$ cat src/rtl/reg_file_if.sv
// rtl/reg_file_if.sv - register file access bus: write port shared with read port 3, plus two read-only ports
interface reg_file_if #(
    parameter int WIDTH     = 16,
    parameter int ADDR_BITS = 4
);
    logic                 regWrite;
    logic [WIDTH-1:0]     DataIn;
    logic [ADDR_BITS-1:0] Read1;
    logic [ADDR_BITS-1:0] Read2;
    logic [ADDR_BITS-1:0] Read3;
    logic [WIDTH-1:0]     Data1;
    logic [WIDTH-1:0]     Data2;
    logic [WIDTH-1:0]     Data3;

    modport master (
        output regWrite, DataIn, Read1, Read2, Read3,
        input  Data1, Data2, Data3
    );

    modport slave (
        input  regWrite, DataIn, Read1, Read2, Read3,
        output Data1, Data2, Data3
    );
endinterface

$ cat src/rtl/reg_file.sv
// rtl/reg_file.sv - 16x16 register file, three async reads, one sync write at Read3
// Optional write-through forwarding to the read ports when REGFILE_BYPASS_EN is defined.
module reg_file #(
    parameter int WIDTH     = 16,
    parameter int ADDR_BITS = 4
) (
    input  logic           CLK,
    input  logic           RST,
    reg_file_if.slave      bus
);
    localparam int DEPTH = 1 << ADDR_BITS;

    logic [WIDTH-1:0] regs [DEPTH];

    always_ff @(posedge CLK) begin
        if (RST) begin
            for (int i = 0; i < DEPTH; i++) begin
                regs[i] <= '0;
            end
        end else if (bus.regWrite) begin
            regs[bus.Read3] <= bus.DataIn;
        end
    end

`ifdef REGFILE_BYPASS_EN
    logic fwd;

    // Forwarding is suppressed during reset, since the write it would anticipate never lands.
    always_comb begin
        fwd       = bus.regWrite && !RST;
        bus.Data1 = (fwd && (bus.Read1 == bus.Read3)) ? bus.DataIn : regs[bus.Read1];
        bus.Data2 = (fwd && (bus.Read2 == bus.Read3)) ? bus.DataIn : regs[bus.Read2];
        bus.Data3 = fwd ? bus.DataIn : regs[bus.Read3];
    end
`else
    always_comb begin
        bus.Data1 = regs[bus.Read1];
        bus.Data2 = regs[bus.Read2];
        bus.Data3 = regs[bus.Read3];
    end
`endif

endmodule

$ cat src/flat_wrapper.sv
// flat-port wrapper written by rule: the top's interface ports become plain ports
module reg_file_flat 
#(
    parameter int WIDTH     = 16,
    parameter int ADDR_BITS = 4
)
  (CLK, RST, bus_regWrite, bus_DataIn, bus_Read1, bus_Read2, bus_Read3, bus_Data1, bus_Data2, bus_Data3);
  reg_file_if #(.WIDTH(WIDTH), .ADDR_BITS(ADDR_BITS)) bus_i ();
  input  logic CLK;
  input  logic RST;
  input wire logic [$bits(bus_i.regWrite)-1:0] bus_regWrite;
  input wire logic [$bits(bus_i.DataIn)-1:0] bus_DataIn;
  input wire logic [$bits(bus_i.Read1)-1:0] bus_Read1;
  input wire logic [$bits(bus_i.Read2)-1:0] bus_Read2;
  input wire logic [$bits(bus_i.Read3)-1:0] bus_Read3;
  output wire logic [$bits(bus_i.Data1)-1:0] bus_Data1;
  output wire logic [$bits(bus_i.Data2)-1:0] bus_Data2;
  output wire logic [$bits(bus_i.Data3)-1:0] bus_Data3;
  assign bus_i.regWrite = bus_regWrite;
  assign bus_i.DataIn = bus_DataIn;
  assign bus_i.Read1 = bus_Read1;
  assign bus_i.Read2 = bus_Read2;
  assign bus_i.Read3 = bus_Read3;
  assign bus_Data1 = bus_i.Data1;
  assign bus_Data2 = bus_i.Data2;
  assign bus_Data3 = bus_i.Data3;
  reg_file #(.WIDTH(WIDTH), .ADDR_BITS(ADDR_BITS)) u_core (.CLK(CLK), .RST(RST), .bus(bus_i));
endmodule
$ cat config.mk
export PLATFORM = sky130hd
export DESIGN_NAME = reg_file_flat
export DESIGN_NICKNAME = d
export VERILOG_FILES = /design/src/rtl/reg_file_if.sv /design/src/rtl/reg_file.sv /design/src/flat_wrapper.sv
export SDC_FILE = /design/constraint.sdc
export NUM_CORES = 1
export LEC_CHECK = 0
export ABC_CLOCK_PERIOD_IN_PS = 3100
export BUFFER_PORTS_ARGS = -buffer_cell sky130_fd_sc_hd__buf_2
export CAP_MARGIN = 20
export CORE_UTILIZATION = 25
export CTS_CLUSTER_DIAMETER = 50
export DETAILED_ROUTE_END_ITERATION = 12
export SETUP_SLACK_MARGIN = 0.5
export SLEW_MARGIN = 20
export SYNTH_ARGS = -nofsm -noshare
export SYNTH_HDL_FRONTEND = slang
export SYNTH_SLANG_ARGS = --single-unit
$ cat constraint.sdc
create_clock -name CLK -period 3.1 [get_ports CLK]
set_input_delay 0.62 -clock CLK [delete_from_list [all_inputs] [get_ports CLK]]
set_output_delay 0.62 -clock CLK [all_outputs]
set_load 0.03 [all_outputs]
# Word level (Yosys, flattened, before mapping)
# Memory sizes are Yosys's and may differ from the RTL's.
# Cells that the tools add are included.
dict set report totals {
  reg_bits 0
  mem_bits_rw 256
  input_bits 31
  out_inout_bits 48
  elab_cells 10
  n_memories 1
}
dict set report op_classes {
  mux 8
  reduce_logical 1
}
# memory words width read_ports rd_ports_with_merged_regs wr line
set mem_list {}
lappend mem_list {u_core.regs 16 16 3 0 16 reg_file.sv:13} ;# logic [WIDTH-1:0] regs [DEPTH];
# operator count
set ops {}
lappend ops {{16-bit two-way mux} 1}
lappend ops {{16-bit OR reduction} 1}
lappend ops {{1-bit two-way mux} 6}
lappend ops {{4-bit two-way mux} 1}

# Longest topological paths before layout
# Gate-level depths: netlist (run 1).
dict set report depth {
  ltp_word 5
  ltp_mapped 6
  ltp_nobuf 3
}

# Least setup slack after synthesis (run 1)
# No wires, ideal clock.
dict set report synth_timing {
  path_type {input -> output}
  start {input bus_Read1[0]}
  end {output bus_Data1[10]}
  t_arrival_ps 2046
  required_ps 2480
  setup_slack_ps 434
  cell_stages 5
  n_path_buf 2
  cell_sequence {buf_2 buf_2 mux4_2 a22oi_1 nand2_1}
}
dict set report synth_via {
  elab_chain_cells 1
}
# element line
set synth_lines {}
lappend synth_lines {{from (decl)} flat_wrapper.sv:13} ;# input wire logic [$bits(bus_i.Read1)-1:0] bus_Read1;
lappend synth_lines {{memory read 16 x 16 bit} n/a}
lappend synth_lines {{to (decl)} flat_wrapper.sv:16} ;# output wire logic [$bits(bus_i.Data1)-1:0] bus_Data1;
# No other way between the ends.

# Worst setup path after layout (run 1)
dict set report layout_timing {
  start {input bus_Read2[0]}
  end {output bus_Data2[11]}
}
dict set report layout_via {
  elab_chain_cells 1
}
# element line
set layout_lines {}
lappend layout_lines {{from (decl)} flat_wrapper.sv:14} ;# input wire logic [$bits(bus_i.Read2)-1:0] bus_Read2;
lappend layout_lines {{memory read 16 x 16 bit} n/a}
lappend layout_lines {{to (decl)} flat_wrapper.sv:17} ;# output wire logic [$bits(bus_i.Data2)-1:0] bus_Data2;
# No other way between the ends.

==> flow_summary.yaml, run 1 <==
sta:
  rsz0062_at_grt: "yes"
  max_slew.worst_pin.slew_ps: 693
  slew_headroom_pct: 53.8
  fmax_ghz: 0.365
  finalSetupTns_ps: 0
  finalCritPeriodShare_pct: 88.5
  slew_violations: 0
  layout_min_cycle_time_ps: 2740
  setup_viol: 0
  setup_ws_ps: 358
  hold_violations: 0
power:
  ir_drop_uv: 459
  switching_power_mw: 2.74
  power.share.sequential_pct: 42.4
  intPower_mw: 7.10
  combPwrFrac_pct: 19.8
  sw_frac_of_total_pct: 27.9
  leakage_nw: 6.67
  p_clk_share_pct: 37.9
  p_per_area_nw_per_um2: 504
clock_network:
  clk_pin_slew_ps: 60
  clock_sinks: 256
  cts_buffers: 31
  clockBufferDepth: 3
  root_buffer: "clkbuf_16"
  cts_tree: "built"
  cts-htree-levels: 1
  ctsHoldBuffers: 0
setup_path:
  cp.required_ps: 2480
  crit_type: "primary input to primary output"
  endpoint_kind: "primary output"
  arrival_ps: 2120
  critPathLaunchType: "primary input"
  cp_max_fo: 6
route:
  routedWlPerCell_um: 27.8
  drt_iter0_markers: 1359
  vias_per_cell: 5.53
  ant_nets: 0
  wl_mm: 53.2
  dr.pass1.iters: 7
  num_vias: 10576
  drcViolationCount: 0
floorplan:
  std_cell_rows: 90
  die_area_um2: 62100
  io_pins: 79
  chipWidth_um: 249
  coreArea_um2: 60400
  die_y_um: 249
  start_util_pct: 25.3
grt:
  groute.usage.overall_pct: 16.9
  first_global_vias: 10721
  grt_overflow: 0
  grt_max_degree: 30
  grt_pass1_wl_mm: 76.4
  grt_antenna_before_repair: 3
synthesis:
  netlist_instances: 998
  synth_nets: 1029
  synth.avg_cell_area_um2: 15.3
  yosysWarnings: 0
  netlist_area_um2: 15300
  synth_cell_types: 22
  synth_seq_cells: 256
  ys_seq_area_share_pct: 50.3
layout:
  fin_util_pct: 32.4
  multi_input_area_um2: 7680
  seq_area_um2: 7690
  fillers: 5885
  largest_register: "u_core.regs"
  fin_nets: 1141
  largest_reg_flops: 256
  drive_above_1_share_pct: 49.1
  num_antenna_cells: 0
  top_regs: "u_core.regs: 256 flops"
  syn2layout_area_growth_pct: 27.8
placed_design:
  io_buffers: 78
  place_ws_ps: 183
  gp_congestion: 0.840
  dp_hpwl_mm: 33.6
flow_run:
  maxCapViolCount: 0
outcome:
  run_status: "complete, no violations"
min_path:
  hp-class: "primary input to flip-flop"
layout by cell type (no fill, tap or decap), drive strengths merged:
cell,netlist,final
a22oi,96,96
and2,259,259
buf,35,175
bufbuf,0,2
bufinv,0,4
clkbuf,64,38
clkinv,0,8
clkinvlp,0,3
edfxtp,256,256
inv,0,2
mux4,192,192
nand2,49,49
nand2b,2,2
nand4b,1,1
nand4bb,2,2
nor2,15,15
nor2b,6,6
nor3,4,4
or2,16,16
or4b,1,1
routing by layer:
layer | global-route usage, % | part of all wire (%)
met5 | 0 | 0.038
met1 | 23.2 | 39
met3 | 5.42 | 13
met4 | 4.60 | 2.6
met2 | 25.6 | 45
final timing paths:
path | from | to | slack [ps] | cells past startpoint
worst max-delay path | bus_Read2[0] | bus_Data2[11] | 360 | 8
worst min-delay path | bus_DataIn[3] | u_core.regs[6][3] | 510 | 2
layout make-up:
cell class                      instances  share of cell area (%)
Sequential cell                       256                    39.4
Multi-Input combinational cell        643                    39.3
Timing Repair Buffer                  178                    11.2
Tap cell                              782                    5.01
Clock buffer                           37                    4.09
Clock inverter                         17                    1.06
logic make-up (layout without fill, tap and decap cells):
family | Yosys count | after routing | synth area share, %
AND/OR/NAND/NOR | 355 | 355 | 13.9
flip-flops | 256 | 256 | 50.3
multiplexers | 192 | 192 | 28.3
buffers and inverters | 99 | 232 | 2.74
AO/OA/AOI/OAI | 96 | 96 | 4.72
power by group through the flow:
stage	clock network, mW	logic (mW)	registers [mW]
6_report	3.72	1.94	4.17
5_1_grt	3.89	2.01	4.19
3_3_place_gp	0	1.52	4.21
2_1_floorplan	0	1.03	4.16
3_5_place_dp	0	1.54	4.23
4_1_cts	3.76	1.90	4.16
per-stage QoR:
| step | power [mW] | hold slack [ps] | instance area (um^2) | instances |
|---|---|---|---|---|
| floorplan | 5.19 | 818 | 15300 | 998 |
| global placement | 5.74 | 1100 | 16900 | 1822 |
| detailed placement | 5.77 | 1100 | 16900 | 1822 |
| CTS | 9.82 | 509 | 19400 | 1910 |
| global route | 10.1 | 530 | 19500 | 1913 |
| finish | 9.84 | 514 | 19500 | 1913 |
repair_timing:
action,CTS,global route
gates resized for setup,228,25
cloned,13,1
endpoints found under the setup margin,48,64
pin swaps,85,22
buffers inserted,21,2
Yosys cell counts:
cell type  instances  share of area (%)
or4b_4             1              0.090
nor3_2             2               0.13
nand4b_2           1              0.098
or2_2             16               0.66
nor3_4             1               0.11
nand4bb_1          2               0.15
and2_1           259                 11
nor2b_1            6               0.25
clkbuf_2           3              0.098
nand2_1           49                1.2
a22oi_1           96                4.7
buf_4              3               0.15
nor2_4             3               0.22
nor3_1             1              0.033
buf_1              6               0.15
nor2_2             1              0.041
clkbuf_1          61                1.5
nand2b_1           2              0.082
nor2_1            11               0.27
buf_2             26               0.85
mux4_2           192                 28
edfxtp_1         256                 50
worst max-delay path, stage by stage:
cell and delay (ps):
buf_12 90, buf_12 150, buf_12 140, buf_8 130, mux4_2 540, a22oi_2 190, nand2_1 90, buf_6 150
Note: power is estimated with default switching activity, not from simulation.
==> inputs of run 2 (changes only) <==
- MAX_ROUTING_LAYER: default -> met4
==> run 2 against run 1 <==
  * Power hardly changed
  * Via count increased by 0.35%
  * Sequential cell count is the same
  * Cell area about the same
  * First-iteration DRC count fell by 3.2%
  * Combinational power is essentially flat
  * Worst hold slack improved by 1.6 ps
  * Count of clock-buffer cells in the layout unchanged
  * Sequential power is essentially flat
  * Die area is the same
  * Critical path depth unchanged
==> flow_summary.yaml, run 2 (synthesis gave the netlist of run 1 again) <==
layout:
  top_regs: "u_core.regs: 256 flops"
  fin_nets: 1141
  syn2layout_area_growth_pct: 27.9
  fillers: 5883
  fin_cells: 1915
  drive_above_1_share_pct: 49.1
  fin_util_pct: 32.4
  final_cell_mix: "and2_1, edfxtp_1, mux4_2, a22oi_2, buf_4"
  largest_register: "u_core.regs"
  largest_reg_flops: 256
setup_path:
  critPathLaunchType: "primary input"
  crit_slowest_cell: "mux4_2"
  arrival_ps: 2100
  path_cells: "buf_12 > buf_12 > buf_12 > buf_8 > mux4_2 > a22oi_2 > nand2_1 > buf_6"
  endpoint_kind: "primary output"
  cp.required_ps: 2480
  cp_max_fo: 6
  max_stage_delay_ps: 530
  cp.buffers_inverters: 5
  crit_top_cell: "buf_12"
  crit_type: "primary input to primary output"
  path_delay_family: "buffers and inverters"
floorplan:
  std_cell_rows: 90
  start_util_pct: 25.3
  die_y_um: 249
  coreArea_um2: 60400
  die_area_um2: 62100
  io_pins: 79
  chipWidth_um: 249
grt:
  grt_max_degree: 30
  grt_pass1_wl_mm: 76.5
  first_global_vias: 10724
  grt_util_met1_pct: 23.4
  gr-usage-met2_pct: 25.6
  grt_overflow: 0
  groute.usage.overall_pct: 17.4
  use_met3_pct: 5.15
  grt_antenna_before_repair: 4
  gr-max-usage-layer: "met2"
power:
  combPwrFrac_pct: 19.8
  power.share.sequential_pct: 42.4
  switching_power_mw: 2.74
  intPower_mw: 7.10
  p_total_mw: 9.84
  leakage_nw: 6.67
  ir_drop_uv: 458
  p_per_area_nw_per_um2: 504
  p_clk_share_pct: 37.9
  sw_frac_of_total_pct: 27.9
placed_design:
  place_ws_ps: 183
  dp_hpwl_mm: 33.6
  io_buffers: 78
  gp_congestion: 0.854
  place_inst: 1822
sta:
  rsz0062_at_grt: "yes"
  fmax_ghz: 0.367
  setup_ws_ps: 375
  max_slew.worst_pin.slew_ps: 707
  setup_viol: 0
  slew_violations: 0
  slew_headroom_pct: 52.9
  hold_violations: 0
  layout_min_cycle_time_ps: 2720
  finalCritPeriodShare_pct: 87.9
  finalSetupTns_ps: 0
clock_network:
  clock_sinks: 256
  ctsHoldBuffers: 0
  clk_pin_slew_ps: 60
  root_buffer: "clkbuf_16"
  cts-htree-levels: 1
  cts_tree: "built"
  cts_buffers: 31
  clockBufferDepth: 3
route:
  routedWlPerCell_um: 27.8
  num_vias: 10613
  vias_per_cell: 5.54
  ant_nets: 0
  drt_iter0_markers: 1315
  dr.pass1.iters: 6
  drcViolationCount: 0
  wl_mm: 53.3
min_path:
  hp-class: "primary input to flip-flop"
flow_run:
  maxCapViolCount: 0
outcome:
  run_status: "complete, no violations"
## run 2: area by class of cell
type,instances,area [um^2],share of cell area [%]
clock inverters,17,206,1.06
multi-input cells,643,7680,39.3
repair buffers,178,2190,11.2
diodes,2,5.00,0.0256
clock buffers,37,798,4.09
flip-flops and latches,256,7690,39.3
well taps,782,978,5.01
## run 2: routing by layer
metal | vias up | part of all wire [%]
li1 | 4218 | -
met1 | 5517 | 39
met2 | 780 | 45
met3 | 98 | 13
met4 | 0 | 2.6
met5 | - | 0
## run 2: metrics by stage
step,instance area (um^2),hold slack [ps]
4_1_cts,19400,509
3_5_place_dp,16900,1100
3_3_place_gp,16900,1100
6_report,19500,515
2_1_floorplan,15300,818
5_1_grt,19500,530
## run 2: repair_timing
item / 4_1_cts / 5_1_grt
gates cloned: 13 / 1
setup buffers: 21 / 2
pin swaps: 85 / 23
gates resized for setup: 228 / 26
setup endpoints to repair: 48 / 64
## run 2: worst paths after layout
path                          start           endpoint  slack, ps  depth (start not counted)
worst min-delay path  bus_DataIn[3]  u_core.regs[6][3]        520                          2
worst max-delay path   bus_Read2[0]      bus_Data2[11]        380                          8
## run 2: power groups by stage
stage | registers (mW) | clock network, mW | logic, mW
after floorplan | 4.16 | 0 | 1.03
after global placement | 4.21 | 0 | 1.52
after detailed placement | 4.23 | 0 | 1.54
after CTS | 4.16 | 3.76 | 1.90
after global routing | 4.19 | 3.89 | 2.01
final | 4.17 | 3.73 | 1.95
